<file path="src/rtl/forwarding_control_if.sv">
// ----------------------------------------------------------------------------
// forwarding_control_if
//   Bundle between the decode stage and the hazard/forwarding controller.
//   master : decode side. Drives the instruction fields and flush, and receives
//            the operand-mux selects, stall and the stall counter.
//   slave  : controller side (forwarding_control).
//
//   Handshake: id_valid is the decode stage's offer. The inverse of stall is
//   the controller's ready. An instruction is taken (issued into the tracking
//   pipe) on a rising clk edge where id_valid & ~stall & ~flush. While stall is
//   high the decode stage must hold its instruction fields unchanged.
// ----------------------------------------------------------------------------
interface forwarding_control_if #(
  parameter int REG_W = 4,
  parameter int CNT_W = 16
);
  logic             id_valid;
  logic [REG_W-1:0] id_srcA;
  logic [REG_W-1:0] id_srcB;
  logic             id_useA;
  logic             id_useB;
  logic [REG_W-1:0] id_dst;
  logic             id_wr;
  logic             id_load;
  logic             flush;
  logic             One_A;
  logic             One_B;
  logic             Two_A;
  logic             Two_B;
  logic             stall;
  logic [CNT_W-1:0] stall_cnt;

  modport master (
    output id_valid, id_srcA, id_srcB, id_useA, id_useB,
    output id_dst, id_wr, id_load, flush,
    input  One_A, One_B, Two_A, Two_B, stall, stall_cnt
  );

  modport slave (
    input  id_valid, id_srcA, id_srcB, id_useA, id_useB,
    input  id_dst, id_wr, id_load, flush,
    output One_A, One_B, Two_A, Two_B, stall, stall_cnt
  );
endinterface

</file>
<file path="src/rtl/forwarding_control.sv">
// ----------------------------------------------------------------------------
// forwarding_control
//   Hazard/forwarding controller for the 16-bit pipeline operand path.
//   Tracks the two instructions issued ahead of decode (s1 = one cycle ago,
//   s2 = two cycles ago). From them it drives the operand-mux selects, stalls
//   decode for one cycle on a load-use hazard, and counts stall cycles.
//
// Ports
//   clk        rising-edge clock
//   rst        asynchronous, active-high reset
//   fc         slave side of forwarding_control_if (decode fields in,
//              One_A/One_B/Two_A/Two_B, stall, stall_cnt out)
//   state_dbg  current controller state (0 = RUN, 1 = STALL)
// ----------------------------------------------------------------------------
module forwarding_control #(
  parameter int REG_W = 4,
  parameter int CNT_W = 16
) (
  input  logic                 clk,
  input  logic                 rst,
  forwarding_control_if.slave  fc,
  output logic [0:0]           state_dbg
);

  localparam logic [0:0] ST_RUN   = 1'b0;
  localparam logic [0:0] ST_STALL = 1'b1;

  typedef struct packed {
    logic             v;
    logic             wr;
    logic             load;
    logic [REG_W-1:0] dst;
  } slot_t;

  localparam slot_t BUBBLE = '0;

  logic [0:0]       state_q;
  logic [0:0]       state_d;
  slot_t            s1_q;
  slot_t            s2_q;
  slot_t            id_slot;
  logic [CNT_W-1:0] cnt_q;

  logic hit1_a, hit1_b, hit2_a, hit2_b;
  logic one_a, one_b;
  logic lu, stall_int, issue, sel_en;

  assign id_slot = '{v: 1'b1, wr: fc.id_wr, load: fc.id_load, dst: fc.id_dst};

  // r0 reads as zero, so a source of r0 never matches a tracked producer,
  // even one that names r0 as its destination.
  assign hit1_a = fc.id_useA & s1_q.v & s1_q.wr & (s1_q.dst == fc.id_srcA) & (fc.id_srcA != '0);
  assign hit1_b = fc.id_useB & s1_q.v & s1_q.wr & (s1_q.dst == fc.id_srcB) & (fc.id_srcB != '0);
  assign hit2_a = fc.id_useA & s2_q.v & s2_q.wr & (s2_q.dst == fc.id_srcA) & (fc.id_srcA != '0);
  assign hit2_b = fc.id_useB & s2_q.v & s2_q.wr & (s2_q.dst == fc.id_srcB) & (fc.id_srcB != '0);

  // A load in s1 has no result on the One path yet; the consumer waits one
  // cycle and then picks the loaded value up from the Two path.
  assign lu = fc.id_valid & (hit1_a | hit1_b) & s1_q.load;

  // Only RUN can raise a stall. The cycle after a stall s1 is a bubble, so a
  // second back-to-back stall for the same consumer is impossible.
  assign stall_int = (state_q == ST_RUN) & lu & ~fc.flush;
  assign issue     = fc.id_valid & ~stall_int & ~fc.flush;
  assign sel_en    = fc.id_valid & ~stall_int;

  // Nearest producer wins: Two is only used when One is not selected.
  assign one_a = hit1_a & ~s1_q.load;
  assign one_b = hit1_b & ~s1_q.load;

  assign fc.One_A     = sel_en & one_a;
  assign fc.One_B     = sel_en & one_b;
  assign fc.Two_A     = sel_en & hit2_a & ~one_a;
  assign fc.Two_B     = sel_en & hit2_b & ~one_b;
  assign fc.stall     = stall_int;
  assign fc.stall_cnt = cnt_q;
  assign state_dbg    = state_q;

  // stall_int is already zero under flush, so flush always lands in RUN.
  always_comb begin
    state_d = ST_RUN;
    if (stall_int) state_d = ST_STALL;
  end

  always_ff @(posedge clk or posedge rst) begin
    if (rst) begin
      state_q <= ST_RUN;
      s1_q    <= BUBBLE;
      s2_q    <= BUBBLE;
      cnt_q   <= '0;
    end else begin
      state_q <= state_d;
      if (fc.flush) begin
        s1_q <= BUBBLE;
        s2_q <= BUBBLE;
      end else begin
        s1_q <= issue ? id_slot : BUBBLE;
        s2_q <= s1_q;
      end
      // Saturate at all-ones rather than wrapping.
      if (stall_int && (cnt_q != '1)) cnt_q <= cnt_q + CNT_W'(1);
    end
  end

endmodule
</file>
<file path="src/flat_wrapper.sv">
// flat-port wrapper written by rule: the top's interface ports become plain ports
module forwarding_control_flat 
#(
  parameter int REG_W = 4,
  parameter int CNT_W = 16
)
  (clk, rst, state_dbg, fc_id_valid, fc_id_srcA, fc_id_srcB, fc_id_useA, fc_id_useB, fc_id_dst, fc_id_wr, fc_id_load, fc_flush, fc_One_A, fc_One_B, fc_Two_A, fc_Two_B, fc_stall, fc_stall_cnt);
  forwarding_control_if #(.REG_W(REG_W), .CNT_W(CNT_W)) fc_i ();
  input  logic clk;
  input  logic rst;
  output logic [0:0] state_dbg;
  input wire logic [$bits(fc_i.id_valid)-1:0] fc_id_valid;
  input wire logic [$bits(fc_i.id_srcA)-1:0] fc_id_srcA;
  input wire logic [$bits(fc_i.id_srcB)-1:0] fc_id_srcB;
  input wire logic [$bits(fc_i.id_useA)-1:0] fc_id_useA;
  input wire logic [$bits(fc_i.id_useB)-1:0] fc_id_useB;
  input wire logic [$bits(fc_i.id_dst)-1:0] fc_id_dst;
  input wire logic [$bits(fc_i.id_wr)-1:0] fc_id_wr;
  input wire logic [$bits(fc_i.id_load)-1:0] fc_id_load;
  input wire logic [$bits(fc_i.flush)-1:0] fc_flush;
  output wire logic [$bits(fc_i.One_A)-1:0] fc_One_A;
  output wire logic [$bits(fc_i.One_B)-1:0] fc_One_B;
  output wire logic [$bits(fc_i.Two_A)-1:0] fc_Two_A;
  output wire logic [$bits(fc_i.Two_B)-1:0] fc_Two_B;
  output wire logic [$bits(fc_i.stall)-1:0] fc_stall;
  output wire logic [$bits(fc_i.stall_cnt)-1:0] fc_stall_cnt;
  assign fc_i.id_valid = fc_id_valid;
  assign fc_i.id_srcA = fc_id_srcA;
  assign fc_i.id_srcB = fc_id_srcB;
  assign fc_i.id_useA = fc_id_useA;
  assign fc_i.id_useB = fc_id_useB;
  assign fc_i.id_dst = fc_id_dst;
  assign fc_i.id_wr = fc_id_wr;
  assign fc_i.id_load = fc_id_load;
  assign fc_i.flush = fc_flush;
  assign fc_One_A = fc_i.One_A;
  assign fc_One_B = fc_i.One_B;
  assign fc_Two_A = fc_i.Two_A;
  assign fc_Two_B = fc_i.Two_B;
  assign fc_stall = fc_i.stall;
  assign fc_stall_cnt = fc_i.stall_cnt;
  forwarding_control #(.REG_W(REG_W), .CNT_W(CNT_W)) u_core (.clk(clk), .rst(rst), .fc(fc_i), .state_dbg(state_dbg));
endmodule
</file>
<file path="config.mk">
export PLATFORM = sky130hd
export DESIGN_NAME = forwarding_control_flat
export DESIGN_NICKNAME = d
export VERILOG_FILES = /design/src/rtl/forwarding_control_if.sv /design/src/rtl/forwarding_control.sv /design/src/flat_wrapper.sv
export SDC_FILE = /design/constraint.sdc
export NUM_CORES = 1
export LEC_CHECK = 0
export CAP_MARGIN = 20
export CORE_MARGIN = 2
export CORE_UTILIZATION = 45
export CTS_CLUSTER_DIAMETER = 50
export DETAILED_ROUTE_END_ITERATION = 8
export PLACE_DENSITY = 0.75
export SYNTH_ARGS = -nofsm -noshare
export SYNTH_HDL_FRONTEND = slang
export SYNTH_SLANG_ARGS = --single-unit
</file>
<file path="constraint.sdc">
create_clock -name clk -period 2.3 [get_ports clk]
set_clock_uncertainty 0.2 [all_clocks]
set_input_delay 0.46 -clock clk [delete_from_list [all_inputs] [get_ports clk]]
set_output_delay 0.46 -clock clk [all_outputs]
set_load 0.02 [all_outputs]
</file>
== Word level (Yosys, flattened, before mapping) ==
Cells that the tools add are included.

* Register bits: 30

* Reductions and logical operators: 3
* Add/sub/neg operators: 1
* Equality and inequality tests: 5
* Muxes and demuxes: 4
* Bitwise gates (word level): 37

{| class="wikitable"
|+ Operators by type and width
! cell !! count
|-
| 1-bit AND || 30
|-
| 7-bit two-way mux || 3
|-
| 16-bit by 1-bit adder with 16-bit output, second input constant || 1
|-
| 4-bit == test || 4
|-
| 16-bit inequality test, second input constant || 1
|-
| 4-bit nonzero test || 2
|-
| 1-bit inverter || 6
|-
| 1-bit logical AND || 1
|-
| 1-bit two-way mux || 1
|-
| 1-bit OR || 1
|}

== Longest topological paths before layout ==
* Depth after elaboration: 14
* Mapped depth: 7
* Gate-level depth less buffers: 6

== Worst setup path before layout ==
Ideal clock, no wire load.

* Path type: in2out
* Start point: input port fc_id_srcB[0]
* End point: output port fc_Two_A
* Data required time: 1.640 ns
* Setup slack: -0.298 ns
* Stages on the path: 4
* Path buffers: 0
* Arrival: 1.938 ns
* Cells stage by stage: o41ai_2 -> o22ai_4 -> and2_1 -> nor3_1

* Longest elaborated chain between the ends: 12

{| class="wikitable"
|+ RTL lines
! element !! RTL line !! RTL
|-
| start, declared || flat_wrapper.sv:14 || <nowiki>input wire logic [$bits(fc_i.id_srcB)-1:0] fc_id_srcB;</nowiki>
|-
| 4-bit == test || forwarding_control.sv:53 || <nowiki>assign hit1_b = fc.id_useB & s1_q.v & s1_q.wr & (s1_q.dst == fc.id_srcB) & (fc.id_srcB != '0);</nowiki>
|-
| 1-bit AND || forwarding_control.sv:53 ||
|-
| 1-bit AND (*) || forwarding_control.sv:53 ||
|-
| 1-bit OR (*) || forwarding_control.sv:59 || <nowiki>assign lu = fc.id_valid & (hit1_a | hit1_b) & s1_q.load;</nowiki>
|-
| 1-bit AND (*) (2 in a row) || forwarding_control.sv:59 ||
|-
| 1-bit AND (*) (2 in a row) || forwarding_control.sv:63 || <nowiki>assign stall_int = (state_q == ST_RUN) & lu & ~fc.flush;</nowiki>
|-
| via fc_stall || flat_wrapper.sv:25 || <nowiki>output wire logic [$bits(fc_i.stall)-1:0] fc_stall;</nowiki>
|-
| 1-bit inverter (*) || forwarding_control.sv:65 || <nowiki>assign sel_en = fc.id_valid & ~stall_int;</nowiki>
|-
| 1-bit AND (*) || forwarding_control.sv:65 ||
|-
| 1-bit AND (*) (2 in a row) || forwarding_control.sv:73 || <nowiki>assign fc.Two_A = sel_en & hit2_a & ~one_a;</nowiki>
|-
| end, declared || flat_wrapper.sv:23 || <nowiki>output wire logic [$bits(fc_i.Two_A)-1:0] fc_Two_A;</nowiki>
|}

Mark *: on every way through the listed nets, which the timed path passes. The rest lies on a longest branch.

== Final worst setup path ==
* Start point: input port fc_id_srcA[0]
* End point: output port fc_Two_A

* Longest elaborated chain between the ends: 12

{| class="wikitable"
|+ RTL lines
! element !! RTL line !! RTL
|-
| start, declared || flat_wrapper.sv:13 || <nowiki>input wire logic [$bits(fc_i.id_srcA)-1:0] fc_id_srcA;</nowiki>
|-
| 4-bit == test || forwarding_control.sv:52 || <nowiki>assign hit1_a = fc.id_useA & s1_q.v & s1_q.wr & (s1_q.dst == fc.id_srcA) & (fc.id_srcA != '0);</nowiki>
|-
| 1-bit AND (2 in a row) || forwarding_control.sv:52 ||
|-
| 1-bit OR || forwarding_control.sv:59 ||
|-
| 1-bit AND (2 in a row) || forwarding_control.sv:59 ||
|-
| 1-bit AND (2 in a row) || forwarding_control.sv:63 ||
|-
| 1-bit inverter || forwarding_control.sv:65 ||
|-
| 1-bit AND || forwarding_control.sv:65 ||
|-
| 1-bit AND || forwarding_control.sv:73 ||
|-
| 1-bit AND (*) || forwarding_control.sv:73 ||
|}

Mark *: on every way between the ends. The rest lies on a longest branch, timed or not.

==> impl_metrics.yaml <==
pwr:
  total_power_uw: 986
  p_leak_uw: 0.00101
  p_int_uw: 746
  p_per_area_nw_per_um2: 420
  swShare_pct: 24.3
  power_frac_comb_pct: 11.5
  seq_power_share_pct: 55.1
  clockPowerShare_pct: 33.4
  irDropWorstVdd_uv: 328
  power.switching_uw: 240
logic_synthesis:
  ys_types: 29
  netlist_top_cells_area: "dfrtp_1 49%, xnor2_1 13%, nand4_1 4.9%, xor2_1 4.5%, and2_1 2.8%"
  synth-seq-area-share_pct: 48.7
  synthesis.area_um2: 1540
  synth-warning-count: 0
  avgSynthCellArea_um2: 11.2
  synth_top_area_share_pct: 48.7
  syn_inst: 138
  ys_ff_latch: 30
  synth_nets: 159
  synth_top_cell_by_area: "dfrtp_1"
worst_setup_path:
  cp.required_ns: 1.64
  cp-end-kind: "primary output"
  cp.arrival_ns: 2.04
  path_buf_inv: 2
  critPathMaxStageDelay_ns: 0.31
  path_class: "in2out"
  crit_path_start_kind: "primary input"
  worstPathCellList: "dlygate4sd2_1 -> xor2_1 -> nor4_1 -> nand3_1 -> o22ai_4 -> and2_4 -> nor3_4 -> buf_6"
  worst_path_dominant_cell_family: "simple AND/OR/NAND/NOR gates"
  cp_slowest_cell: "nor4_1"
  path_max_fanout: 4
clock_tree:
  numCtsBuffers: 5
  postCtsHoldBufs: 0
  cts_tree: "built"
  clockBufferDepth: 2
  cts-root-buf: "clkbuf_4"
  clk_latency_ns: 0.34
  h-tree-depth: 2
  clk_transition_reported_paths_ns: 0.10
  cts.sinks: 30
run:
  maxCapViolCount: 0
grt:
  busiest_layer: "met2"
  antenna_found_initial: 0
  grtUsageMet1_pct: 27.6
  gr-usage-all-layers_pct: 21.3
  met3_usage_pct: 6.13
  grt_pass1_vias: 1348
  grt_max_degree: 31
  grt_pass1_wl_um: 6460
  met2_usage_pct: 33.7
  grt_overflow_total: 0
place:
  placed_cells: 243
  hpwl_um: 2840
  portBuffers: 41
  preCtsSetupSlack_ns: -1.00
  gp_congestion: 0.885
sta:
  worstMarginPinSlew_ns: 0.501
  hold_ws_ns: 0.306
  fin_ws_ns: -0.397
  rsz0062_at_grt: "yes"
  period_share_pct: 117
  finalCriticalPeriod_ns: 2.70
  slew_violations: 0
  finalSetupViolCount: 6
  hold_violations: 0
  slew_headroom_pct: 66.3
  fmax_mhz: 371
die:
  core-area_um2: 3310
  start_util_pct: 46.5
  io_pins: 42
  num_rows: 21
  die_height_um: 62.5
  die_x_um: 62.5
  die_area_um2: 3910
finish:
  area_growth_pct: 52.3
  layout_commonest_cell: "dfrtp_1"
  num-fill-cells: 259
  instances_no_fill: 256
  drive_above_1_share_pct: 25.7
  finalNetCount: 230
  postLayoutCoreUtil_pct: 70.9
  n_antenna_cell: 0
  mostFrequentLayoutCells: "30 x dfrtp_1, 28 x clkdlybuf4s50_1, 23 x xnor2_1, 23 x buf_4, 12 x nand4_1"
route:
  vias_per_cell: 5.12
  num_vias: 1310
  drt_wl_total_um: 3830
  drc: 0
  drtIter0Drc: 63
  drt-wirelength-per-cell_um: 15.0
  first_pass_iters: 4
  ant_nets: 0
min_path:
  worstHoldPathType: "in2async"
run_status:
  violations: "negative setup slack"
  outcome: "complete, but fails checks"
metrics by stage:
| stage | TNS (ns) | area (um^2) |
|---|---|---|
| floorplan | 0 | 1590 |
| global placement | -10.59 | 2190 |
| detailed placement | -12.63 | 2190 |
| CTS | -1.75 | 2290 |
| global route | -2.45 | 2350 |
| finish | -1.81 | 2350 |
cells by family after synthesis:
group	synth area share (%)
xor+xnor	17.6
fa+ha+maj	0.812
buf+inv	1.22
flops	48.7
mux	0.731
simple gates	24.6
compound gates	6.25
final timing paths:
check / from / to / slack, ns / cells past startpoint
min in group clk: u_core.fc.stall_cnt[10] / u_core.fc.stall_cnt[10] / 0.32 / 1
worst max-delay path: fc_id_srcA[0] / fc_Two_A / -0.40 / 8
max in group asynchronous: rst / u_core.s1_q[5] / 1.31 / 3
worst min register to register: u_core.fc.stall_cnt[10] / u_core.fc.stall_cnt[10] / 0.32 / 1
worst max register to register: u_core.s1_q[1] / u_core.fc.stall_cnt[1] / -0.04 / 8
worst min-delay path: rst / u_core.s2_q[5] / 0.31 / 3
cell type report:
class | instances | area (um^2) | share of cell area (%)
timing repair buffer | 65 | 606 | 25.8
multi-input combinational | 105 | 865 | 36.9
sequential | 30 | 751 | 32.0
tap | 46 | 57.6 | 2.45
inverter | 2 | 7.51 | 0.320
clock buffer | 7 | 55.1 | 2.35
clock inverter | 1 | 5.00 | 0.213
registers in the layout, summed over array words and instances, names as in the netlist:
signal,count
u_core.s2_q,6
u_core.s1_q,7
u_core.fc.stall_cnt,16
u_core.state_dbg,1
what timing repair did:
action,CTS,global route
gates cloned,0,1
setup endpoints to repair,15,26
pin swaps,6,7
setup buffers,4,0
resized for setup,42,7
hold endpoints to repair,0,0
power groups by stage:
stage | Sequential [uW] | Combinational [uW] | Clock, uW
6_report | 543 | 114 | 329
2_1_floorplan | 551 | 45.5 | 0
4_1_cts | 543 | 114 | 336
5_1_grt | 544 | 124 | 355
3_3_place_gp | 553 | 112 | 0
3_5_place_dp | 554 | 117 | 0
worst min-delay path: stages:
cell and delay (ns):
clkdlybuf4s50_1 0.40, inv_1 0.06, buf_4 0.34
synth_stat cells, drive strengths merged:
library cell  instances
dfrtp                30
xnor2                23
nand4                12
nand2                 8
xor2                  8
and2                  7
nand3                 7
nor3                  7
nor2b                 6
nor2                  5
and3                  4
a21oi                 2
inv                   2
nand2b                2
nor3b                 2
nor4                  2
o21ai                 2
o41ai                 2
and4                  1
buf                   1
ha                    1
mux2                  1
o2111ai               1
o22ai                 1
o311a                 1
layer usage:
metal / vias to the layer above / wire length, um
li1: 630 / -
met1: 640 / 1710
met2: 35 / 1890
met3: 5 / 158
met4: 0 / 70
met5: - / 0
(Power assumes the default switching activity.)
